### config.mk
export PLATFORM = sky130hd
export DESIGN_NAME = spi_disp_rx_flat
export DESIGN_NICKNAME = d
export VERILOG_FILES = /design/src/rtl/spi_disp_pkg.sv /design/src/rtl/spi_disp_rx_if.sv /design/src/rtl/spi_rx_shift.sv /design/src/rtl/spi_disp_rx.sv /design/src/flat_wrapper.sv
export SDC_FILE = /design/constraint.sdc
export NUM_CORES = 1
export LEC_CHECK = 0
export CORE_MARGIN = 10
export CORE_UTILIZATION = 50
export CTS_BUF_LIST = sky130_fd_sc_hd__clkbuf_2 sky130_fd_sc_hd__clkbuf_4 sky130_fd_sc_hd__clkbuf_8
export CTS_CLUSTER_DIAMETER = 120
export CTS_CLUSTER_SIZE = 8
export DETAILED_ROUTE_END_ITERATION = 10
export GPL_TIMING_DRIVEN = 0
export PLACE_DENSITY = 0.7
export SYNTH_ARGS = -nofsm -noshare
export SYNTH_HDL_FRONTEND = slang
export SYNTH_HIERARCHICAL = 1
export SYNTH_SLANG_ARGS = --single-unit
export TNS_END_PERCENT = 50
### constraint.sdc
create_clock -name i_clk -period 4.3 [get_ports i_clk]
set_input_delay 0.86 -clock i_clk [delete_from_list [all_inputs] [get_ports i_clk]]
set_output_delay 0.86 -clock i_clk [all_outputs]
set_load 0.05 [all_outputs]
### src/rtl/spi_disp_pkg.sv
// -----------------------------------------------------------------------------
// spi_disp_pkg
// Shared constants and types for the display-side SPI write-link receiver.
//   - command byte values understood by the decoder
//   - decoder state encoding and a command-to-state helper
//   - PIX_W: width of one RGB565 pixel word
// -----------------------------------------------------------------------------
package spi_disp_pkg;

  localparam int PIX_W = 16;

  localparam logic [7:0] CMD_SET_COLUMN = 8'h2A;
  localparam logic [7:0] CMD_SET_PAGE   = 8'h2B;
  localparam logic [7:0] CMD_WRITE_RAM  = 8'h2C;

  typedef enum logic [2:0] {
    ST_IDLE,  // data bytes ignored
    ST_COL,   // collecting 4 column-window parameters
    ST_PAGE,  // collecting 4 page-window parameters
    ST_RAM,   // pixel byte pairs stream into the window
    ST_SKIP   // unknown command, parameters discarded
  } dec_state_e;

  // Decoder state entered when a command byte arrives.
  function automatic dec_state_e cmd_to_state(input logic [7:0] cmd);
    case (cmd)
      CMD_SET_COLUMN: return ST_COL;
      CMD_SET_PAGE:   return ST_PAGE;
      CMD_WRITE_RAM:  return ST_RAM;
      default:        return ST_SKIP;
    endcase
  endfunction

endpackage

### src/rtl/spi_disp_rx_if.sv
// -----------------------------------------------------------------------------
// spi_disp_rx_if
// Bundles the 4-wire SPI write link and the decoded pixel/command outputs of
// spi_disp_rx.
//   slave  modport : the receiver (SPI wires in, pixel/command strobes out)
//   master modport : the link driver / framebuffer side (opposite directions)
// Signals:
//   i_sclk, i_mosi, i_dc, i_cs        SPI clock, data, data/command, chip select
//   o_pix_we, o_pix_x, o_pix_y,
//   o_pix_data                        addressed pixel write strobe
//   o_cmd_we, o_cmd                   command strobe and last command byte
//   o_err                             protocol error pulse
// -----------------------------------------------------------------------------
interface spi_disp_rx_if #(
  parameter int COORD_W = 9
);
  import spi_disp_pkg::*;

  logic               i_sclk;
  logic               i_mosi;
  logic               i_dc;
  logic               i_cs;
  logic               o_pix_we;
  logic [COORD_W-1:0] o_pix_x;
  logic [COORD_W-1:0] o_pix_y;
  logic [PIX_W-1:0]   o_pix_data;
  logic               o_cmd_we;
  logic [7:0]         o_cmd;
  logic               o_err;

  modport slave (
    input  i_sclk, i_mosi, i_dc, i_cs,
    output o_pix_we, o_pix_x, o_pix_y, o_pix_data, o_cmd_we, o_cmd, o_err
  );

  modport master (
    output i_sclk, i_mosi, i_dc, i_cs,
    input  o_pix_we, o_pix_x, o_pix_y, o_pix_data, o_cmd_we, o_cmd, o_err
  );

endinterface

### src/rtl/spi_rx_shift.sv
// -----------------------------------------------------------------------------
// spi_rx_shift
// Oversampling SPI byte assembler. Synchronises SCLK/MOSI/DC/CS into the
// system clock domain, detects SCLK rising edges and shifts bits in MSB-first.
// Ports:
//   i_clk, i_rst   system clock, synchronous active-high reset
//   sclk, mosi,
//   dc, cs         raw SPI link inputs (cs active low)
//   rx_byte        assembled byte, valid with byte_valid
//   rx_dc          DC level captured on the 8th SCLK rise
//   byte_valid     one-cycle pulse, the cycle after the 8th rise
//   partial_abort  one-cycle pulse when CS rises with a partial byte
// -----------------------------------------------------------------------------
module spi_rx_shift #(
  parameter int SYNC_STAGES = 2
) (
  input  logic       i_clk,
  input  logic       i_rst,
  input  logic       sclk,
  input  logic       mosi,
  input  logic       dc,
  input  logic       cs,
  output logic [7:0] rx_byte,
  output logic       rx_dc,
  output logic       byte_valid,
  output logic       partial_abort
);

  logic [SYNC_STAGES-1:0] sclk_sync;
  logic [SYNC_STAGES-1:0] mosi_sync;
  logic [SYNC_STAGES-1:0] dc_sync;
  logic [SYNC_STAGES-1:0] cs_sync;

  logic       sclk_s;
  logic       mosi_s;
  logic       dc_s;
  logic       cs_s;
  logic       sclk_d;
  logic       sclk_rise;
  logic       armed;
  logic [2:0] bit_cnt;
  logic [6:0] shift_q;

  // NOTE: the synchroniser flops are reset to 0 (CS seen low) on purpose so
  // a CS that is already low when reset releases cannot look like a fresh
  // CS-low; the receiver stays unarmed until a real CS high is observed.
  always_ff @(posedge i_clk) begin
    if (i_rst) begin
      sclk_sync <= '0;
      mosi_sync <= '0;
      dc_sync   <= '0;
      cs_sync   <= '0;
    end else begin
      sclk_sync <= {sclk_sync[SYNC_STAGES-2:0], sclk};
      mosi_sync <= {mosi_sync[SYNC_STAGES-2:0], mosi};
      dc_sync   <= {dc_sync[SYNC_STAGES-2:0], dc};
      cs_sync   <= {cs_sync[SYNC_STAGES-2:0], cs};
    end
  end

  assign sclk_s    = sclk_sync[SYNC_STAGES-1];
  assign mosi_s    = mosi_sync[SYNC_STAGES-1];
  assign dc_s      = dc_sync[SYNC_STAGES-1];
  assign cs_s      = cs_sync[SYNC_STAGES-1];
  assign sclk_rise = sclk_s & ~sclk_d;

  // NOTE: all state below uses non-blocking assignments so every register
  // samples the pre-edge values, independent of statement order.
  always_ff @(posedge i_clk) begin
    if (i_rst) begin
      sclk_d        <= 1'b0;
      armed         <= 1'b0;
      bit_cnt       <= 3'd0;
      shift_q       <= 7'd0;
      rx_byte       <= 8'd0;
      rx_dc         <= 1'b0;
      byte_valid    <= 1'b0;
      partial_abort <= 1'b0;
    end else begin
      sclk_d        <= sclk_s;
      byte_valid    <= 1'b0;
      partial_abort <= 1'b0;
      if (cs_s) begin
        // Deselected: drop any partial byte; bit_cnt is only non-zero mid-byte
        // so the abort pulse fires once per offending CS rise.
        armed         <= 1'b1;
        partial_abort <= (bit_cnt != 3'd0);
        bit_cnt       <= 3'd0;
        shift_q       <= 7'd0;
      end else if (armed && sclk_rise) begin
        if (bit_cnt == 3'd7) begin
          rx_byte    <= {shift_q, mosi_s};
          rx_dc      <= dc_s;
          byte_valid <= 1'b1;
          bit_cnt    <= 3'd0;
          shift_q    <= 7'd0;
        end else begin
          shift_q <= {shift_q[5:0], mosi_s};
          bit_cnt <= bit_cnt + 3'd1;
        end
      end
    end
  end

endmodule

### src/rtl/spi_disp_rx.sv
// -----------------------------------------------------------------------------
// spi_disp_rx
// Display-side SPI responder. Decodes SET_COLUMN / SET_PAGE / WRITE_RAM from
// the byte stream of spi_rx_shift and emits one addressed RGB565 pixel write
// per received byte pair, walking a cursor through the programmed window.
// Ports:
//   i_clk   system clock (>= 4x SCLK)
//   i_rst   synchronous active-high reset
//   bus     spi_disp_rx_if.slave: SPI link in, pixel/command/error strobes out
// Parameters:
//   SYNC_STAGES  synchroniser depth on the SPI inputs (>= 2)
//   COORD_W      pixel coordinate width; must match bus COORD_W
// Build option:
//   SPI_DISP_RX_PROTO_CHECK_EN  when defined, o_err pulses on protocol
//                               violations; otherwise o_err is tied low.
// -----------------------------------------------------------------------------
module spi_disp_rx
  import spi_disp_pkg::*;
#(
  parameter int SYNC_STAGES = 2,
  parameter int COORD_W     = 9
) (
  input  logic          i_clk,
  input  logic          i_rst,
  spi_disp_rx_if.slave  bus
);

  logic [7:0]         rx_byte;
  logic               rx_dc;
  logic               byte_valid;
  logic               partial_abort;

  dec_state_e         state_q;
  dec_state_e         state_d;
  logic [1:0]         param_idx;
  logic [23:0]        param_buf;   // first three parameters, oldest in [23:16]
  logic               ram_phase;   // 1: high byte of a pixel is pending
  logic [7:0]         hi_byte;

  logic [COORD_W-1:0] sc, ec, sp, ep;
  logic [COORD_W-1:0] cur_x, cur_y;

  logic               pix_we;
  logic [COORD_W-1:0] pix_x, pix_y;
  logic [PIX_W-1:0]   pix_data;
  logic               cmd_we;
  logic [7:0]         cmd;
  logic               err;

  logic [PIX_W-1:0]   start_word;
  logic [PIX_W-1:0]   end_word;
  logic               last_param;
  logic               is_cmd;
  logic               is_data;

  spi_rx_shift #(
    .SYNC_STAGES (SYNC_STAGES)
  ) u_shift (
    .i_clk         (i_clk),
    .i_rst         (i_rst),
    .sclk          (bus.i_sclk),
    .mosi          (bus.i_mosi),
    .dc            (bus.i_dc),
    .cs            (bus.i_cs),
    .rx_byte       (rx_byte),
    .rx_dc         (rx_dc),
    .byte_valid    (byte_valid),
    .partial_abort (partial_abort)
  );

  assign is_cmd     = byte_valid & ~rx_dc;
  assign is_data    = byte_valid &  rx_dc;
  assign last_param = (param_idx == 2'd3);

  // Window bounds are the 16-bit protocol addresses; only the low COORD_W
  // bits are kept.
  assign start_word = param_buf[23:8];
  assign end_word   = {param_buf[7:0], rx_byte};

  generate
    if (COORD_W < PIX_W) begin : g_addr_trunc
      logic unused_addr_bits;
      assign unused_addr_bits = ^{start_word[PIX_W-1:COORD_W],
                                  end_word[PIX_W-1:COORD_W]};
    end
  endgenerate

  // ---------------------------------------------------------------------------
  // Decoder FSM
  // ---------------------------------------------------------------------------
  always_ff @(posedge i_clk) begin
    if (i_rst) state_q <= ST_IDLE;
    else       state_q <= state_d;
  end

  // NOTE: state_d gets its default before any branch, so no path leaves it
  // unassigned and no latch is inferred.
  always_comb begin
    state_d = state_q;
    if (is_cmd) begin
      // Commands redirect from any state, abandoning short parameter lists.
      state_d = cmd_to_state(rx_byte);
    end else if (is_data) begin
      if ((state_q == ST_COL || state_q == ST_PAGE) && last_param) begin
        state_d = ST_IDLE;
      end
    end
  end

  // ---------------------------------------------------------------------------
  // Parameters, window, cursor and output strobes
  // ---------------------------------------------------------------------------
  always_ff @(posedge i_clk) begin
    if (i_rst) begin
      param_idx <= 2'd0;
      param_buf <= 24'd0;
      ram_phase <= 1'b0;
      hi_byte   <= 8'd0;
      sc        <= '0;
      ec        <= '0;
      sp        <= '0;
      ep        <= '0;
      cur_x     <= '0;
      cur_y     <= '0;
      pix_we    <= 1'b0;
      pix_x     <= '0;
      pix_y     <= '0;
      pix_data  <= '0;
      cmd_we    <= 1'b0;
      cmd       <= 8'd0;
    end else begin
      pix_we <= 1'b0;
      cmd_we <= 1'b0;
      if (is_cmd) begin
        cmd       <= rx_byte;
        cmd_we    <= 1'b1;
        param_idx <= 2'd0;
        param_buf <= 24'd0;
        ram_phase <= 1'b0;   // an odd trailing RAM byte is dropped here
        if (rx_byte == CMD_WRITE_RAM) begin
          cur_x <= sc;
          cur_y <= sp;
        end
      end else if (is_data) begin
        case (state_q)
          ST_COL, ST_PAGE: begin
            if (last_param) begin
              param_idx <= 2'd0;
              if (state_q == ST_COL) begin
                sc <= start_word[COORD_W-1:0];
                ec <= end_word[COORD_W-1:0];
              end else begin
                sp <= start_word[COORD_W-1:0];
                ep <= end_word[COORD_W-1:0];
              end
            end else begin
              param_buf <= {param_buf[15:0], rx_byte};
              param_idx <= param_idx + 2'd1;
            end
          end
          ST_RAM: begin
            if (!ram_phase) begin
              hi_byte   <= rx_byte;
              ram_phase <= 1'b1;
            end else begin
              ram_phase <= 1'b0;
              pix_we    <= 1'b1;
              pix_x     <= cur_x;
              pix_y     <= cur_y;
              pix_data  <= {hi_byte, rx_byte};
              // '>=' makes an inverted window (start > end) act as one line.
              if (cur_x >= ec) begin
                cur_x <= sc;
                cur_y <= (cur_y >= ep) ? sp : cur_y + 1'b1;
              end else begin
                cur_x <= cur_x + 1'b1;
              end
            end
          end
          default: ;
        endcase
      end
    end
  end

  // ---------------------------------------------------------------------------
  // Protocol checker
  // ---------------------------------------------------------------------------
`ifdef SPI_DISP_RX_PROTO_CHECK_EN
  always_ff @(posedge i_clk) begin
    if (i_rst) begin
      err <= 1'b0;
    end else begin
      err <= partial_abort
           | (is_cmd  && (state_q == ST_COL || state_q == ST_PAGE))
           | (is_cmd  && state_q == ST_RAM && ram_phase)
           | (is_data && state_q == ST_IDLE);
    end
  end
`else
  logic unused_abort;
  assign unused_abort = partial_abort;
  assign err          = 1'b0;
`endif

  assign bus.o_pix_we   = pix_we;
  assign bus.o_pix_x    = pix_x;
  assign bus.o_pix_y    = pix_y;
  assign bus.o_pix_data = pix_data;
  assign bus.o_cmd_we   = cmd_we;
  assign bus.o_cmd      = cmd;
  assign bus.o_err      = err;

endmodule

### src/flat_wrapper.sv
// flat-port wrapper written by rule: the top's interface ports become plain ports
module spi_disp_rx_flat import spi_disp_pkg::*;
#(
  parameter int SYNC_STAGES = 2,
  parameter int COORD_W     = 9
)
  (i_clk, i_rst, bus_i_sclk, bus_i_mosi, bus_i_dc, bus_i_cs, bus_o_pix_we, bus_o_pix_x, bus_o_pix_y, bus_o_pix_data, bus_o_cmd_we, bus_o_cmd, bus_o_err);
  spi_disp_rx_if #(.COORD_W(COORD_W)) bus_i ();
  input  logic i_clk;
  input  logic i_rst;
  input wire logic [$bits(bus_i.i_sclk)-1:0] bus_i_sclk;
  input wire logic [$bits(bus_i.i_mosi)-1:0] bus_i_mosi;
  input wire logic [$bits(bus_i.i_dc)-1:0] bus_i_dc;
  input wire logic [$bits(bus_i.i_cs)-1:0] bus_i_cs;
  output wire logic [$bits(bus_i.o_pix_we)-1:0] bus_o_pix_we;
  output wire logic [$bits(bus_i.o_pix_x)-1:0] bus_o_pix_x;
  output wire logic [$bits(bus_i.o_pix_y)-1:0] bus_o_pix_y;
  output wire logic [$bits(bus_i.o_pix_data)-1:0] bus_o_pix_data;
  output wire logic [$bits(bus_i.o_cmd_we)-1:0] bus_o_cmd_we;
  output wire logic [$bits(bus_i.o_cmd)-1:0] bus_o_cmd;
  output wire logic [$bits(bus_i.o_err)-1:0] bus_o_err;
  assign bus_i.i_sclk = bus_i_sclk;
  assign bus_i.i_mosi = bus_i_mosi;
  assign bus_i.i_dc = bus_i_dc;
  assign bus_i.i_cs = bus_i_cs;
  assign bus_o_pix_we = bus_i.o_pix_we;
  assign bus_o_pix_x = bus_i.o_pix_x;
  assign bus_o_pix_y = bus_i.o_pix_y;
  assign bus_o_pix_data = bus_i.o_pix_data;
  assign bus_o_cmd_we = bus_i.o_cmd_we;
  assign bus_o_cmd = bus_i.o_cmd;
  assign bus_o_err = bus_i.o_err;
  spi_disp_rx #(.SYNC_STAGES(SYNC_STAGES), .COORD_W(COORD_W)) u_core (.i_clk(i_clk), .i_rst(i_rst), .bus(bus_i));
endmodule
==> impl_metrics.json, run 1 <==
{
  "rsz0062_at_grt": "false",
  "setup_viol": 0,
  "crit_type": "reg -> out",
  "p_leak_nw": 2.75,
  "grt_max_degree": 17,
  "cts_buffer_depth": 2,
  "crit_buf_inv": 1,
  "dpl.hpwl_um": 12200,
  "clk_pin_slew_ns": 0.08,
  "drc_errors": 0,
  "power_density_nw_per_um2": 344,
  "critPathMaxFanout": 2,
  "via_count": 5658,
  "drive_above_1_share": 0.0932,
  "gp_congestion": 0.888,
  "fin_skew_ns": 0.0124,
  "r2r_start": "u_core/cur_x[6]",
  "drt-vias-per-instance": 5.30,
  "slowest_delay_ns": 0.83,
  "final_nets": 909,
  "yosys_warnings": 6,
  "slew_headroom": 0.513,
  "initial_core_util": 0.510,
  "cp_slowest_cell": "clkdlybuf4s50_1",
  "vdd.ir_drop.worst_mv": 0.162,
  "cts_hold_buf": 0,
  "die_w_um": 136,
  "grt_first_pass_wirelength_um": 26700,
  "fin_tns_setup_ns": 0,
  "start_kind": "flip-flop",
  "pin_count": 51,
  "ant_nets": 0,
  "clkSinkCount": 159,
  "syn_avg_cell_area_sq_um": 8.35,
  "max_cap_viol_count": 0,
  "drt_iter0_markers": 453,
  "firstDrtPassIters": 5,
  "die_area_sq_um": 18600,
  "syn_nets": 841,
  "h-tree-depth": 4,
  "fin_crit_sh": 0.582,
  "r2r-end": "u_core/cur_x[4]",
  "ctsResizeCount": 0,
  "tritoncts": "yes",
  "netlist_instances": 810,
  "worstHoldPathType": "reg -> reg",
  "core_area_sq_um": 13200,
  "diodes": 0,
  "antenna_found_initial": 0,
  "netlist_area_sq_um": 6760,
  "hp-start": "u_core/u_shift/mosi_sync[0]",
  "fmax_mhz": 399,
  "holdWs_ns": 0.452,
  "min_to": "u_core/u_shift/mosi_sync[1]",
  "area_delta_synth_final_pct": 17.0,
  "grt.total_usage": 0.181,
  "worst_slew_pin_slew_ns": 0.728,
  "hold_viol_final": 0,
  "worstPathArrival_ns": 1.64,
  "cts_setup_buffers": 0,
  "num_rows": 42,
  "cp_top_family": "buffers and inverters",
  "path_cells": "clkdlybuf4s50_1",
  "layout_min_cycle_time_ns": 2.50,
  "grt_pass1_vias": 5370,
  "numPortBuffers": 49,
  "clk_latency_ns": 0.46,
  "cts_root_buf": "clkbuf_8",
  "overflow": 0,
  "die_height_um": 136,
  "status": "finished, final reports clean",
  "drt_wl_total_um": 16600,
  "cts_buffers": 17,
  "routedWlPerCell_um": 15.5,
  "hold_depth": 1,
  "maxSlewViolCount": 0,
  "cp_data_required_time_ns": 3.44,
  "reg2reg_setup_slack_ns": 1.81,
  "reg2reg_depth": 8,
  "worstSetupEndpointType": "output pin",
  "nFillCells": 1197
}
==> cell usage in the layout (no fill, tap or decap), types with 7 or more instances in the layout <==
cell type        instances
o21ai_0                  9
clkdlybuf4s50_1         49
clkbuf_1                25
a31oi_1                  7
nor2b_1                 17
nand2_1                215
nand2b_1                21
a21oi_1                119
inv_1                   32
ha_1                    25
buf_2                   16
mux2i_1                 25
nand3_1                 21
nor2_1                  39
dfxtp_1                159
clkbuf_8                23
==> area by class of cell <==
cell class              count  area, sq um  share of cell area
multi-input cells         567         3180               0.402
flip-flops and latches    159         3180               0.402
repair buffers             49          490              0.0620
clock buffers              24          312              0.0394
plain buffers              52          273              0.0345
well taps                 176          220              0.0278
clock inverters             8          129              0.0163
inverters                  32          120              0.0152
==> how the worst max path moves through the flow <==
stage	startpoint	endpoint	slack, ns	cells past startpoint
after floorplan	u_core/cur_x[6]	u_core/cur_x[3]	2.11	8
after global placement	i_rst	u_core/ep[4]	1.83	5
after detailed placement	i_rst	u_core/sp[8]	1.77	5
after CTS	u_core/bus.o_pix_data[8]	bus_o_pix_data[8]	1.75	1
after global routing	u_core/cur_x[6]	u_core/cur_x[4]	1.62	8
final	u_core/bus.o_pix_data[8]	bus_o_pix_data[8]	1.80	1
==> flip-flops by register name (all words and copies together) (netlist names), 3 cells and up <==
signal                  flops
u_core/ep                   9
u_core/bus.o_pix_data      16
u_core/sp                   9
u_core/state_q              3
u_core/u_shift/rx_byte      8
u_core/bus.o_pix_x          9
u_core/cur_x                9
u_core/cur_y                9
u_core/param_buf           17
u_core/hi_byte              8
u_core/ec                   9
u_core/sc                   9
u_core/bus.o_pix_y          9
u_core/u_shift/shift_q      7
u_core/bus.o_cmd            8
u_core/u_shift/bit_cnt      3
==> layer usage <==
metal | vias up | part of all wire | GRT usage
met2 | 166 | 0.48 | 0.299
li1 | 2825 | - | -
met1 | 2646 | 0.43 | 0.224
met5 | - | 0 | 0
met4 | 0 | 0.021 | 0.0799
met3 | 21 | 0.065 | 0.0373
==> power by group <==
| group | internal, mW | switching, mW |
|---|---|---|
| clock network | 0.658 | 0.535 |
| registers | 1.48 | 0.00246 |
| logic | 0.0167 | 0.0344 |
| total | 2.15 | 0.572 |
==> per-stage QoR <==
step | power [mW] | cells | utilization | worst slack [ns] | instance area, sq um
floorplan | 1.55 | 810 | - | 2.11 | 6760
global placement | 1.56 | 1035 | 0.564 | 1.83 | 7470
detailed placement | 1.56 | 1035 | 0.564 | 1.77 | 7470
CTS | 2.75 | 1067 | 0.597 | 1.75 | 7910
global route | 2.81 | 1067 | 0.597 | 1.62 | 7910
finish | 2.72 | 1067 | 0.597 | 1.80 | 7910
No activity file was read; power rests on OpenSTA's default activity.
==> run 2, diff against run 1 <==
--- a/config.mk
+++ b/config.mk
@@ -12,7 +12,7 @@
 export CTS_CLUSTER_SIZE = 8
 export DETAILED_ROUTE_END_ITERATION = 10
 export GPL_TIMING_DRIVEN = 0
-export PLACE_DENSITY = 0.7
+export PLACE_DENSITY = 0.73
 export SYNTH_ARGS = -nofsm -noshare
 export SYNTH_HDL_FRONTEND = slang
 export SYNTH_HIERARCHICAL = 1
==> constraint.sdc (replaced) <==
create_clock -name i_clk -period 2.3 [get_ports i_clk]
set_input_delay 0.46 -clock i_clk [delete_from_list [all_inputs] [get_ports i_clk]]
set_output_delay 0.46 -clock i_clk [all_outputs]
set_load 0.05 [all_outputs]
==> impl_metrics.json, run 2 (synthesized netlist as in run 1, its figures left out) <==
{
  "status": "finished, final reports clean",
  "crit_type": "reg -> reg",
  "dpl.hpwl_um": 11400,
  "worstSetupEndpointType": "flip-flop",
  "clkSinkCount": 159,
  "vdd.ir_drop.worst_mv": 0.495,
  "initial_core_util": 0.510,
  "grt_pass1_vias": 5202,
  "layout_min_cycle_time_ns": 2.23,
  "gr-usage-met1": 0.223,
  "power_switching_mw": 1.04,
  "slew_headroom": 0.491,
  "antenna_found_initial": 0,
  "ant_nets": 0,
  "grt.total_usage": 0.177,
  "clock_power_share": 0.425,
  "grt_first_pass_wirelength_um": 26100,
  "diodes": 0,
  "setup_viol": 0,
  "gp_congestion": 0.826,
  "p_sw_frac": 0.209,
  "totalPowerFinal_mw": 4.98,
  "critPathCapture": "u_core/cur_x[3]",
  "r2r_start": "u_core/ec[5]",
  "largest_reg_flops": 17,
  "area_delta_synth_final_pct": 18.3,
  "reg2reg_setup_slack_ns": 0.07,
  "cts_buffer_depth": 2,
  "pin_count": 51,
  "gr-usage-met3": 0.0384,
  "cts_root_buf": "clkbuf_8",
  "grt-busiest-layer": "met2",
  "start_kind": "flip-flop",
  "p_int_mw": 3.94,
  "routedWlPerCell_um": 15.2,
  "dp.cells": 1035,
  "drt-vias-per-instance": 5.17,
  "fin_tns_setup_ns": 0,
  "die_area_sq_um": 18600,
  "drc_errors": 0,
  "die_w_um": 136,
  "worstHoldPathType": "reg -> reg",
  "maxSlewViolCount": 0,
  "layout_common_cells": "nand2_1, dfxtp_1, a21oi_1, clkdlybuf4s50_1, nor2_1",
  "core_area_sq_um": 13200,
  "via_count": 5554,
  "die_height_um": 136,
  "grt_max_degree": 17,
  "final_common_cell": "nand2_1",
  "pre_cts_slack_ns": -0.121,
  "p_leak_nw": 2.80,
  "cp_data_required_time_ns": 2.63,
  "max_cap_viol_count": 0,
  "drt_iter0_markers": 390,
  "combPwrFrac": 0.020,
  "tritoncts": "yes",
  "largest_register": "u_core/param_buf",
  "h-tree-depth": 4,
  "clk_latency_ns": 0.46,
  "drive_above_1_share": 0.114,
  "firstDrtPassIters": 5,
  "drt_wl_total_um": 16300,
  "startpoint": "u_core/ec[5]",
  "numPortBuffers": 49,
  "worst_slew_pin_slew_ns": 0.763,
  "clk_pin_slew_ns": 0.08,
  "grtUsageMet2": 0.290,
  "fin_crit_sh": 0.967,
  "overflow": 0,
  "seqPwrFrac": 0.555,
  "fin_cells": 1074,
  "r2r-end": "u_core/cur_x[3]",
  "hold_viol_final": 0,
  "layout_setup_ws_ns": 0.0749,
  "cts_buffers": 17,
  "num_rows": 42,
  "rsz0062_at_grt": "true",
  "fin_skew_ns": 0.00965,
  "power_density_nw_per_um2": 622,
  "fmax_mhz": 449,
  "critPathMaxFanout": 7,
  "reg2reg_depth": 9,
  "final_nets": 918,
  "worstPathArrival_ns": 2.56
}
-- run 2: cell types whose count changed in the layout (fill, tap and decap cells not counted), moves of 3 or more --
cell	delta
dfxtp_1	-6
dfxtp_2	+5
clkinv_4	-3
buf_4	+8
-- run 2: what timing repair did --
action,4_1_cts,5_1_grt
hold buffers,0,0
endpoints found under the setup margin,8,19
resized for setup,3,11
buffers inserted,2,7
pin swaps,1,6
-- run 2: final cells by class --
cell class | instances | area (sq um)
Tap cell | 176 | 220
Timing Repair Buffer | 58 | 558
Sequential cell | 159 | 3190
Buffer | 52 | 277
Inverter | 32 | 120
Fill cell | 1238 | 5250
Clock inverter | 5 | 77.6
Multi-Input combinational cell | 567 | 3220
Clock buffer | 25 | 332
-- run 2: power groups by stage --
stage / Sequential (mW) / Clock, mW / Combinational [mW]
5_1_grt: 2.76 / 2.26 / 0.107
6_report: 2.76 / 2.12 / 0.0990
3_3_place_gp: 2.83 / 0 / 0.0977
4_1_cts: 2.76 / 2.15 / 0.0985
3_5_place_dp: 2.83 / 0 / 0.0989
2_1_floorplan: 2.83 / 0 / 0.0626
-- run 2: worst min-delay path by stage --
stage	cells past startpoint	to	slack (ns)	start
global route	1	u_core/u_shift/dc_sync[1]	0.46	u_core/u_shift/dc_sync[0]
finish	1	u_core/u_shift/dc_sync[1]	0.44	u_core/u_shift/dc_sync[0]
floorplan	1	u_core/u_shift/cs_sync[1]	0.41	u_core/u_shift/cs_sync[0]
CTS	1	u_core/u_shift/dc_sync[1]	0.45	u_core/u_shift/dc_sync[0]
detailed placement	1	u_core/u_shift/mosi_sync[1]	0.43	u_core/u_shift/mosi_sync[0]
global placement	1	u_core/u_shift/sclk_sync[1]	0.42	u_core/u_shift/sclk_sync[0]
-- run 2: per-layer routing --
layer | up-vias | wire (um)
met5 | - | 0
met4 | 0 | 305
met3 | 25 | 847
met2 | 125 | 7740
met1 | 2563 | 7380
li1 | 2841 | -
-- run 2: stage by stage --
step	cell area, sq um	hold WS [ns]	util
global placement	7470	0.416	0.564
detailed placement	7470	0.430	0.564
CTS	7910	0.449	0.597
global route	8000	0.461	0.604
floorplan	6760	0.414	-
finish	8000	0.444	0.604
-- run 2: critical path: stages (launching register included) --
cell and delay [ns]:
dfxtp_1 0.33, inv_1 0.05, ha_1 0.20, a211o_1 0.32
a211oi_2 0.26, o211a_1 0.22, buf_6 0.13, mux2_2 0.34
a22oi_2 0.19, nor2_1 0.05
